==> src/rtl/aes_enc_round_datapath_if.sv <==
// Register-bus write port of the AES round datapath.
// The master drives address and word; the slave returns the split paths.
interface aes_enc_round_datapath_if #(
   parameter int NFLAGS = 8,
   parameter int WORD_W = 32
);
   logic              addr;
   logic [WORD_W-1:0] inp_demux;
   logic [NFLAGS-1:0] outp_flags;
   logic [WORD_W-1:0] outp_data;

   modport master (
      output addr,
      output inp_demux,
      input  outp_flags,
      input  outp_data
   );

   modport slave (
      input  addr,
      input  inp_demux,
      output outp_flags,
      output outp_data
   );
endinterface

==> src/rtl/aes_enc_round_datapath.sv <==
// AES encryption round helpers: bus demux, AddRoundKey, MixColumns.
// The three paths are fully independent of each other.
module aes_enc_round_datapath #(
   parameter int NFLAGS = 8,
   parameter int WORD_W = 32
) (
   input  logic         clk,
   input  logic         resetn,
   aes_enc_round_datapath_if.slave bus,
   input  logic [127:0] inp_addRK,
   input  logic [127:0] inp_key,
   output logic [127:0] outp_addRK,
   input  logic [127:0] inp_mC,
   input  logic         wr_en_mC,
   output logic [127:0] outp_mC
);

   function automatic logic [7:0] xtime(input logic [7:0] x);
      logic [7:0] r;
      r = {x[6:0], 1'b0};
      if (x[7]) r = r ^ 8'h1B;
      return r;
   endfunction

   function automatic logic [31:0] mix_col(input logic [31:0] c);
      logic [7:0] s0, s1, s2, s3;
      logic [7:0] d0, d1, d2, d3;
      s0 = c[7:0];
      s1 = c[15:8];
      s2 = c[23:16];
      s3 = c[31:24];
      d0 = xtime(s0);
      d1 = xtime(s1);
      d2 = xtime(s2);
      d3 = xtime(s3);
      return {
         (d0 ^ s0) ^ s1 ^ s2 ^ d3,
         s0 ^ s1 ^ d2 ^ (d3 ^ s3),
         s0 ^ d1 ^ (d2 ^ s2) ^ s3,
         d0 ^ (d1 ^ s1) ^ s2 ^ s3
      };
   endfunction

   logic [127:0] mc_next;

   // Route the bus word to the flag path or the data path by address.
   always_comb begin
      bus.outp_flags = '0;
      bus.outp_data  = '0;
      unique case (bus.addr)
         1'b0: bus.outp_flags = bus.inp_demux[NFLAGS-1:0];
         1'b1: bus.outp_data  = bus.inp_demux;
         default: ;
      endcase
   end

   // Four independent column mixers, all combinational.
   always_comb begin
      mc_next = '0;
      for (int c = 0; c < 4; c++) begin
         mc_next[32*c +: 32] = mix_col(inp_mC[32*c +: 32]);
      end
   end

   // AddRoundKey result register, updated every cycle.
   always_ff @(posedge clk) begin
      if (!resetn) outp_addRK <= '0;
      else         outp_addRK <= inp_addRK ^ inp_key;
   end

   // MixColumns result register, loaded only when enabled.
   always_ff @(posedge clk) begin
      if (!resetn)       outp_mC <= '0;
      else if (wr_en_mC) outp_mC <= mc_next;
   end

endmodule

==> src/flat_wrapper.sv <==
// flat-port wrapper written by rule: the top's interface ports become plain ports
module aes_enc_round_datapath_flat 
#(
   parameter int NFLAGS = 8,
   parameter int WORD_W = 32
)
  (clk, resetn, inp_addRK, inp_key, outp_addRK, inp_mC, wr_en_mC, outp_mC, bus_addr, bus_inp_demux, bus_outp_flags, bus_outp_data);
  aes_enc_round_datapath_if #(.NFLAGS(NFLAGS), .WORD_W(WORD_W)) bus_i ();
  input  logic clk;
  input  logic resetn;
  input  logic [127:0] inp_addRK;
  input  logic [127:0] inp_key;
  output logic [127:0] outp_addRK;
  input  logic [127:0] inp_mC;
  input  logic wr_en_mC;
  output logic [127:0] outp_mC;
  input wire logic [$bits(bus_i.addr)-1:0] bus_addr;
  input wire logic [$bits(bus_i.inp_demux)-1:0] bus_inp_demux;
  output wire logic [$bits(bus_i.outp_flags)-1:0] bus_outp_flags;
  output wire logic [$bits(bus_i.outp_data)-1:0] bus_outp_data;
  assign bus_i.addr = bus_addr;
  assign bus_i.inp_demux = bus_inp_demux;
  assign bus_outp_flags = bus_i.outp_flags;
  assign bus_outp_data = bus_i.outp_data;
  aes_enc_round_datapath #(.NFLAGS(NFLAGS), .WORD_W(WORD_W)) u_core (.clk(clk), .resetn(resetn), .bus(bus_i), .inp_addRK(inp_addRK), .inp_key(inp_key), .outp_addRK(outp_addRK), .inp_mC(inp_mC), .wr_en_mC(wr_en_mC), .outp_mC(outp_mC));
endmodule
==> config.mk <==
export PLATFORM = sky130hd
export DESIGN_NAME = aes_enc_round_datapath_flat
export DESIGN_NICKNAME = d
export VERILOG_FILES = /design/src/rtl/aes_enc_round_datapath_if.sv /design/src/rtl/aes_enc_round_datapath.sv /design/src/flat_wrapper.sv
export SDC_FILE = /design/constraint.sdc
export NUM_CORES = 1
export LEC_CHECK = 0
export ABC_AREA = 1
export CAP_MARGIN = 20
export CORE_AREA = 4 4 276 278
export CTS_CLUSTER_DIAMETER = 30
export DETAILED_ROUTE_END_ITERATION = 10
export DIE_AREA = 0 0 280 282
export SYNTH_ARGS = -nofsm -noshare
export SYNTH_HDL_FRONTEND = slang
export SYNTH_SLANG_ARGS = --single-unit
==> constraint.sdc <==
create_clock -name clk -period 3 [get_ports clk]
set_clock_uncertainty 0.15 [all_clocks]
set_input_delay 0.3 -clock clk [delete_from_list [all_inputs] [get_ports clk]]
set_output_delay 0.3 -clock clk [all_outputs]
set_load 0.005 [all_outputs]
==> results of run 1 <==
==> critical path: stages <==
cell and delay [ns]:
sky130_fd_sc_hd__clkdlybuf4s50_1 0.46, sky130_fd_sc_hd__buf_4 0.34, sky130_fd_sc_hd__nand2_1 0.10, sky130_fd_sc_hd__inv_1 0.07, sky130_fd_sc_hd__clkdlybuf4s50_1 0.50
==> cells in the final DEF (no fill, tap or decap) <==
cell and n:
sky130_fd_sc_hd__nand2_1 1247, sky130_fd_sc_hd__clkdlybuf4s50_1 714, sky130_fd_sc_hd__nor2_1 444, sky130_fd_sc_hd__inv_1 275, sky130_fd_sc_hd__nand3_1 274, sky130_fd_sc_hd__dfxtp_1 256
sky130_fd_sc_hd__xnor2_1 152, sky130_fd_sc_hd__clkbuf_16 86, sky130_fd_sc_hd__inv_2 52, sky130_fd_sc_hd__nand2_2 48, sky130_fd_sc_hd__a21oi_1 30, sky130_fd_sc_hd__o21ai_0 29
sky130_fd_sc_hd__o21ai_1 25, sky130_fd_sc_hd__xor2_1 25, sky130_fd_sc_hd__clkinv_2 24, sky130_fd_sc_hd__nand3b_1 21, sky130_fd_sc_hd__clkbuf_8 14, sky130_fd_sc_hd__buf_4 13
sky130_fd_sc_hd__bufinv_16 9, sky130_fd_sc_hd__clkinvlp_4 8, sky130_fd_sc_hd__inv_4 6, sky130_fd_sc_hd__clkbuf_1 6, sky130_fd_sc_hd__buf_12 6, sky130_fd_sc_hd__diode_2 5
sky130_fd_sc_hd__inv_8 3, sky130_fd_sc_hd__clkinv_8 3, sky130_fd_sc_hd__nor2_2 2, sky130_fd_sc_hd__xor2_4 2, sky130_fd_sc_hd__clkinv_4 2, sky130_fd_sc_hd__or2_1 1
sky130_fd_sc_hd__xnor2_2 1, sky130_fd_sc_hd__inv_6 1
==> logic make-up after synthesis <==
logic type / count (synthesis)
AOI/OAI and AO/OA: 84
and+or+nand+nor: 2037
xor gates and xnor gates: 180
buffers and inverters: 440
DFF: 256
==> cell type report <==
class | instances | area [sq um]
well taps | 969 | 1210
repair buffers | 734 | 7380
fillers | 7902 | 45800
clock buffers | 105 | 2350
clock inverters | 47 | 526
flip-flops and latches | 256 | 5120
diodes | 5 | 12.5
inverters | 336 | 1300
multi-input cells | 2301 | 10200
==> synth_stat cells (2+ instances only) <==
cell / count / area [sq um]
sky130_fd_sc_hd__a21oi_1: 30 / 150
sky130_fd_sc_hd__buf_2: 48 / 240
sky130_fd_sc_hd__buf_4: 25 / 188
sky130_fd_sc_hd__buf_6: 13 / 146
sky130_fd_sc_hd__clkbuf_1: 15 / 56.3
sky130_fd_sc_hd__clkbuf_2: 3 / 15.0
sky130_fd_sc_hd__dfxtp_1: 256 / 5120
sky130_fd_sc_hd__inv_1: 275 / 1030
sky130_fd_sc_hd__inv_2: 53 / 199
sky130_fd_sc_hd__inv_4: 6 / 37.5
sky130_fd_sc_hd__inv_8: 2 / 22.5
sky130_fd_sc_hd__nand2_1: 1247 / 4680
sky130_fd_sc_hd__nand2_2: 48 / 300
sky130_fd_sc_hd__nand3_1: 274 / 1370
sky130_fd_sc_hd__nand3b_1: 21 / 158
sky130_fd_sc_hd__nor2_1: 444 / 1670
sky130_fd_sc_hd__nor2_2: 2 / 12.5
sky130_fd_sc_hd__o21ai_0: 29 / 145
sky130_fd_sc_hd__o21ai_1: 25 / 125
sky130_fd_sc_hd__xnor2_1: 152 / 1330
sky130_fd_sc_hd__xor2_1: 25 / 219
sky130_fd_sc_hd__xor2_4: 2 / 55.1
==> layer usage <==
layer / wire length [microns] / track usage (%) / vias up
met4: 3080 / 8.10 / 18
met3: 7080 / 6.54 / 163
met2: 37000 / 32.0 / 714
met5: 117 / 0 / -
li1: - / - / 10500
met1: 32100 / 22.5 / 8960
==> state kept, by name, summed over array words and instances, names as in the netlist <==
| signal | cells |
|---|---|
| u_core.outp_addRK | 128 |
| u_core.outp_mC | 128 |
==> stage by stage <==
step           power [W]  area (sq um)  hold slack [ns]
5_1_grt           0.0170         28100           0.0909
2_1_floorplan    0.00551         17300            0.287
3_5_place_dp     0.00734         25300            0.350
6_report          0.0161         28100           0.0747
3_3_place_gp     0.00732         25300            0.347
4_1_cts           0.0164         28100           0.0633
==> power groups by stage <==
stage | clock, W | combinational (W) | sequential (W)
floorplan | 0 | 0.00161 | 0.00390
global placement | 0 | 0.00342 | 0.00390
detailed placement | 0 | 0.00343 | 0.00391
CTS | 0.00907 | 0.00346 | 0.00385
global route | 0.00928 | 0.00380 | 0.00388
finish | 0.00885 | 0.00342 | 0.00385
==> path summary, 6_finish.rpt <==
| check | endpoint | slack (ns) | cells after the start |
|---|---|---|---|
| max | bus_outp_data[13] | 0.77 | 5 |
| min | u_core.outp_mC[13]$_SDFFE_PN0P_ | 0.07 | 2 |
| max reg2reg | u_core.outp_mC[95]$_SDFFE_PN0P_ | 2.02 | 4 |
| min reg2reg | u_core.outp_mC[29]$_SDFFE_PN0P_ | 0.36 | 2 |
==> flow_summary.toml, run 1 <==
[status]
status = "finished, final reports clean"

[global_routing]
antenna_found_initial = 14
globalRoute.totalOverflow = 0
grt_max_degree = 80
groute.usage.overall_pct = 19.2
vias_in_the_first_global_route = 19000
grt_first_pass_wirelength_microns = 116000

[cts]
cts_tree = "yes"
buffer_type_at_the_clock_tree_root = "sky130_fd_sc_hd__clkbuf_16"
cts.sink_count = 256
clock_latency_ns = 0.59
cts_hold_buffers = 0
clk_transition_reported_paths_ns = 0.04
cts_max_level = 3
post_cts.repair.setup_buffers = 0
ctsResizeCount = 0
cts_buffers = 83
max-clock-path-buffers = 3

[placement]
dp.cells = 4596
place_congestion = 0.881
place_ws_ns = 0.726
port-buffer-count = 715
dpl.hpwl_microns = 63400

[timing]
worst_slew_pin_slew_ns = 0.802
grt_setup_unrepaired = "false"
finalWorstPathRequiredPeriod_ns = 2.23
totalNegativeSetupSlack_ns = 0
slew_limit_fails = 0
timing.final.setup_violations = 0
achievable_clock_frequency_mhz = 448
hold_viol_final = 0
max_slew_margin_pct = 46.3
min_period_over_period_pct = 74.5
setup_slack_ns = 0.766

[setup_path]
worstPathRequired_ns = 2.55
worst_r2r_startpoint = "u_core.outp_mC[95]$_SDFFE_PN0P_"
critical_path_peak_fanout = 40
critical_setup_path_class = "in -> out"
setup.worst_path.start_class = "input port"
cp-end-kind = "output port"
worstPathArrival_ns = 1.78
worstSetupStartpoint = "bus_addr"

[route]
post-route-drc-count = 0
drtIter0Drc = 1096
total_routed_wirelength_microns = 79400
detail_route.first_pass.iterations = 5
dr_total_vias = 20400
detail-route-antenna-nets = 0
routed_via_density = 4.29
routedWlPerCell_microns = 16.7

[pwr]
power.share.switching_pct = 27.8
vdd_drop_max_v = 0.000383
p_int_w = 0.0116
share_comb_of_total_power_pct = 21.2
switchingPower_w = 0.00449
power.sequential.fraction_pct = 23.9
total_leakage_power_nw = 14.1
power_density_mw_per_mm2 = 573
clockPowerShare_pct = 54.9

[yosys]
async_flop_share_pct = 0
syn-mean-instance-area_sq_um = 5.77
netlist_area_sq_mm = 0.0173
synth.mux.area_fraction_pct = 0
synth_nets = 3417
largest_family_of_logic_cells_by_synthesized_area = "simple AND/OR/NAND/NOR gates"
ys_dominant_reg_cell = "sky130_fd_sc_hd__dfxtp_1"
synth_simple_gate_area_share_pct = 47.4
xor_xnor_share_of_the_synthesized_area_pct = 9.37
count_of_unique_library_cells_instantiated_by_yosys = 24
syn_inst = 2997
synth_compound_gate_area_share_pct = 2.43
synth-warning-count = 0
synthAdderAreaFrac_pct = 0
synth.yosys.seq_area_share_pct = 29.6
synth-edff-count = 0
ys_ff_latch = 256

[worst_hold_path]
hold_path_class = "in -> reg"
worst_hold_startpoint = "wr_en_mC"

[final_layout]
instances_no_fill = 4753
fin_util_pct = 38.1
drive_gt1_share_pct = 7.41
finalNetCount = 4132
synthToLayoutAreaGrowth_pct = 62.7

[die]
fp.dieH_microns = 282
die_width_microns = 280
row_cnt = 100
pin_count = 716
floorplan.die_area_sq_mm = 0.0790
floorplan.core_area_sq_mm = 0.0739
initial_core_util_pct = 23.4

[job]
max-cap-violations = 0
Note: power is estimated with default switching activity, not from simulation.
==> run 2, diff against run 1 <==
CORE_AREA = 4 4 277 279   (was 4 4 276 278)
DIE_AREA = 0 0 281 283   (was 0 0 280 282)
clock period = 1.8 ns   (was 3 ns; I/O delays follow)
==> run 2 against run 1 <==
  * Routed wire length up 4.4%
  * Sequential power up 67%
  * Via count up 2.2%
  * Register-to-register slack worse by 1.2 ns
  * Sequential cell count unchanged
  * Critical path depth down 4
  * Die area up 0.71%
  * Setup slack worse by 0.71 ns
  * Core utilization up 1.7 points
==> flow_summary.toml, run 2 (synthesis results as in run 1) <==
[placement]
place_ws_ns = -0.0681
placed_cell_area_sq_mm = 0.0267
port-buffer-count = 715
place_congestion = 0.885
dpl.hpwl_microns = 68100

[cts]
cts_tree = "yes"
buffer_type_at_the_clock_tree_root = "sky130_fd_sc_hd__clkbuf_16"
clock_latency_ns = 0.60
cts.sink_count = 256
post_cts.repair.setup_buffers = 0
cts_max_level = 3
cts_buffers = 84
clk_transition_reported_paths_ns = 0.04
max-clock-path-buffers = 3

[setup_path]
cp-end-kind = "output port"
crit_chain = "clkdlybuf4s50_1"
critical_setup_path_class = "reg -> out"
critical_path_peak_fanout = 1
critical_path.slowest_cell = "sky130_fd_sc_hd__clkdlybuf4s50_1"
worstPathBufferInverterCount = 1
worstPathRequired_ns = 1.47
worstPathArrival_ns = 1.41
critPathTopFamily = "buffers and inverters"
setup.worst_path.start_class = "flip-flop"
critPathMaxStageDelay_ns = 0.51

[route]
routedWlPerCell_microns = 16.8
dr_total_vias = 20800
detail-route-antenna-nets = 0
routed_via_density = 4.23
detail_route.first_pass.iterations = 5
post-route-drc-count = 0
total_routed_wirelength_microns = 82900
drtIter0Drc = 1195

[die]
fp.dieH_microns = 283
die_width_microns = 281
pin_count = 716
initial_core_util_pct = 23.3
floorplan.core_area_sq_mm = 0.0742
row_cnt = 100
floorplan.die_area_sq_mm = 0.0795

[job]
max-cap-violations = 0

[global_routing]
grt_first_pass_wirelength_microns = 122000
antenna_found_initial = 10
vias_in_the_first_global_route = 19800
globalRoute.totalOverflow = 0
grt_max_degree = 60
groute.usage.overall_pct = 20.0

[final_layout]
mostFrequentLayoutCells = "sky130_fd_sc_hd__nand2_1 (1247), sky130_fd_sc_hd__clkdlybuf4s50_1 (478), sky130_fd_sc_hd__nor2_1 (444)"
top_registers = "u_core.outp_addRK x128, u_core.outp_mC x128"
synthToLayoutAreaGrowth_pct = 70.7
fin_area_sq_mm = 0.0295
leading_cell_type_in_the_layout_fill_and_taps_excluded = "sky130_fd_sc_hd__nand2_1"
finalNetCount = 4304
layout_filler_cell_count = 7921
multiInputGateArea_sq_mm = 0.0102
drive_gt1_share_pct = 11.7
final-seq-area_sq_mm = 0.00518
fin_util_pct = 39.8

[pwr]
p_int_w = 0.0192
power.sequential.fraction_pct = 23.9
power.share.switching_pct = 28.7
switchingPower_w = 0.00772
clockPowerShare_pct = 54.5
vdd_drop_max_v = 0.000593
total_leakage_power_nw = 16.0
design_power_total_w = 0.0269
power_density_mw_per_mm2 = 911
share_comb_of_total_power_pct = 21.7

[timing]
achievable_clock_frequency_mhz = 573
slew_limit_fails = 0
finalWorstPathRequiredPeriod_ns = 1.74
hold_viol_final = 0
min_period_over_period_pct = 96.9
timing.final.setup_violations = 0
worst_slew_pin_slew_ns = 0.430
setup_slack_ns = 0.0558
max_slew_margin_pct = 71.1
grt_setup_unrepaired = "false"

[worst_hold_path]
hold_path_class = "in -> reg"

[status]
status = "finished, final reports clean"
-- run 2: changes by cell type in the layout (fill, tap and decap cells not counted), sizes merged, moves of 3 or more --
| cell | before | now |
|---|---|---|
| dlygate4sd2 | 0 | 214 |
| clkbuf | 106 | 114 |
| dlygate4sd3 | 0 | 11 |
| buf | 19 | 180 |
| clkinvlp | 8 | 11 |
| clkinv | 29 | 21 |
| dlymetal6s2s | 0 | 19 |
| clkdlybuf4s50 | 714 | 478 |
-- run 2: worst register-to-register path, cell delays in order, from the launching register on --
cell,delay (ns)
sky130_fd_sc_hd__dfxtp_1,0.34
sky130_fd_sc_hd__o21ai_0,0.31
sky130_fd_sc_hd__nor2_1,0.08
-- run 2: power groups by stage --
stage / registers (W) / logic (W) / clock network, W
2_1_floorplan: 0.00650 / 0.00268 / 0
3_3_place_gp: 0.00653 / 0.00608 / 0
3_5_place_dp: 0.00653 / 0.00610 / 0
4_1_cts: 0.00644 / 0.00590 / 0.0150
5_1_grt: 0.00647 / 0.00647 / 0.0154
6_report: 0.00642 / 0.00582 / 0.0146
-- run 2: stage by stage --
| stage | setup TNS [ns] | instances | hold WS (ns) |
|---|---|---|---|
| after floorplan | 0 | 2997 | 0.167 |
| after global placement | -0.841 | 4755 | 0.344 |
| after detailed placement | -1.77 | 4755 | 0.352 |
| after CTS | 0 | 4921 | 0.000454 |
| after global routing | 0 | 4924 | 0.0229 |
| final | 0 | 4925 | 0.0486 |
-- run 2: timing repair --
item,CTS,global route
hold endpoints to repair,25,0
hold buffers,11,0
resized for setup,253,21
cloned,1,0
setup endpoints to repair,254,30
-- run 2: cell type report --
class | count | share of cell area (%)
inverters | 336 | 4.40
multi-input cells | 2301 | 34.7
well taps | 969 | 4.11
repair buffers | 905 | 29.4
clock buffers | 112 | 7.95
flip-flops and latches | 256 | 17.5
clock inverters | 42 | 1.86
diodes | 4 | 0.0339
-- run 2: routing by layer --
metal	GRT usage, %	vias up	share of wire, %	wire length, microns
li1	-	10900	-	-
met1	23.6	9222	41	33900
met2	35.5	622	49	40500
met3	5.71	112	7.7	6410
met4	5.22	4	2.3	1940
met5	0	-	0.034	28
-- run 2: worst paths after layout --
path | from | to | slack, ns | cells past startpoint
max | u_core.outp_addRK[7]$_SDFF_PN0_ | outp_addRK[7] | 0.06 | 1
min reg2reg | u_core.outp_mC[109]$_SDFFE_PN0P_ | u_core.outp_mC[109]$_SDFFE_PN0P_ | 0.36 | 2
min | inp_addRK[40] | u_core.outp_addRK[40]$_SDFF_PN0_ | 0.05 | 3
max reg2reg | u_core.outp_mC[59]$_SDFFE_PN0P_ | u_core.outp_mC[59]$_SDFFE_PN0P_ | 0.79 | 2
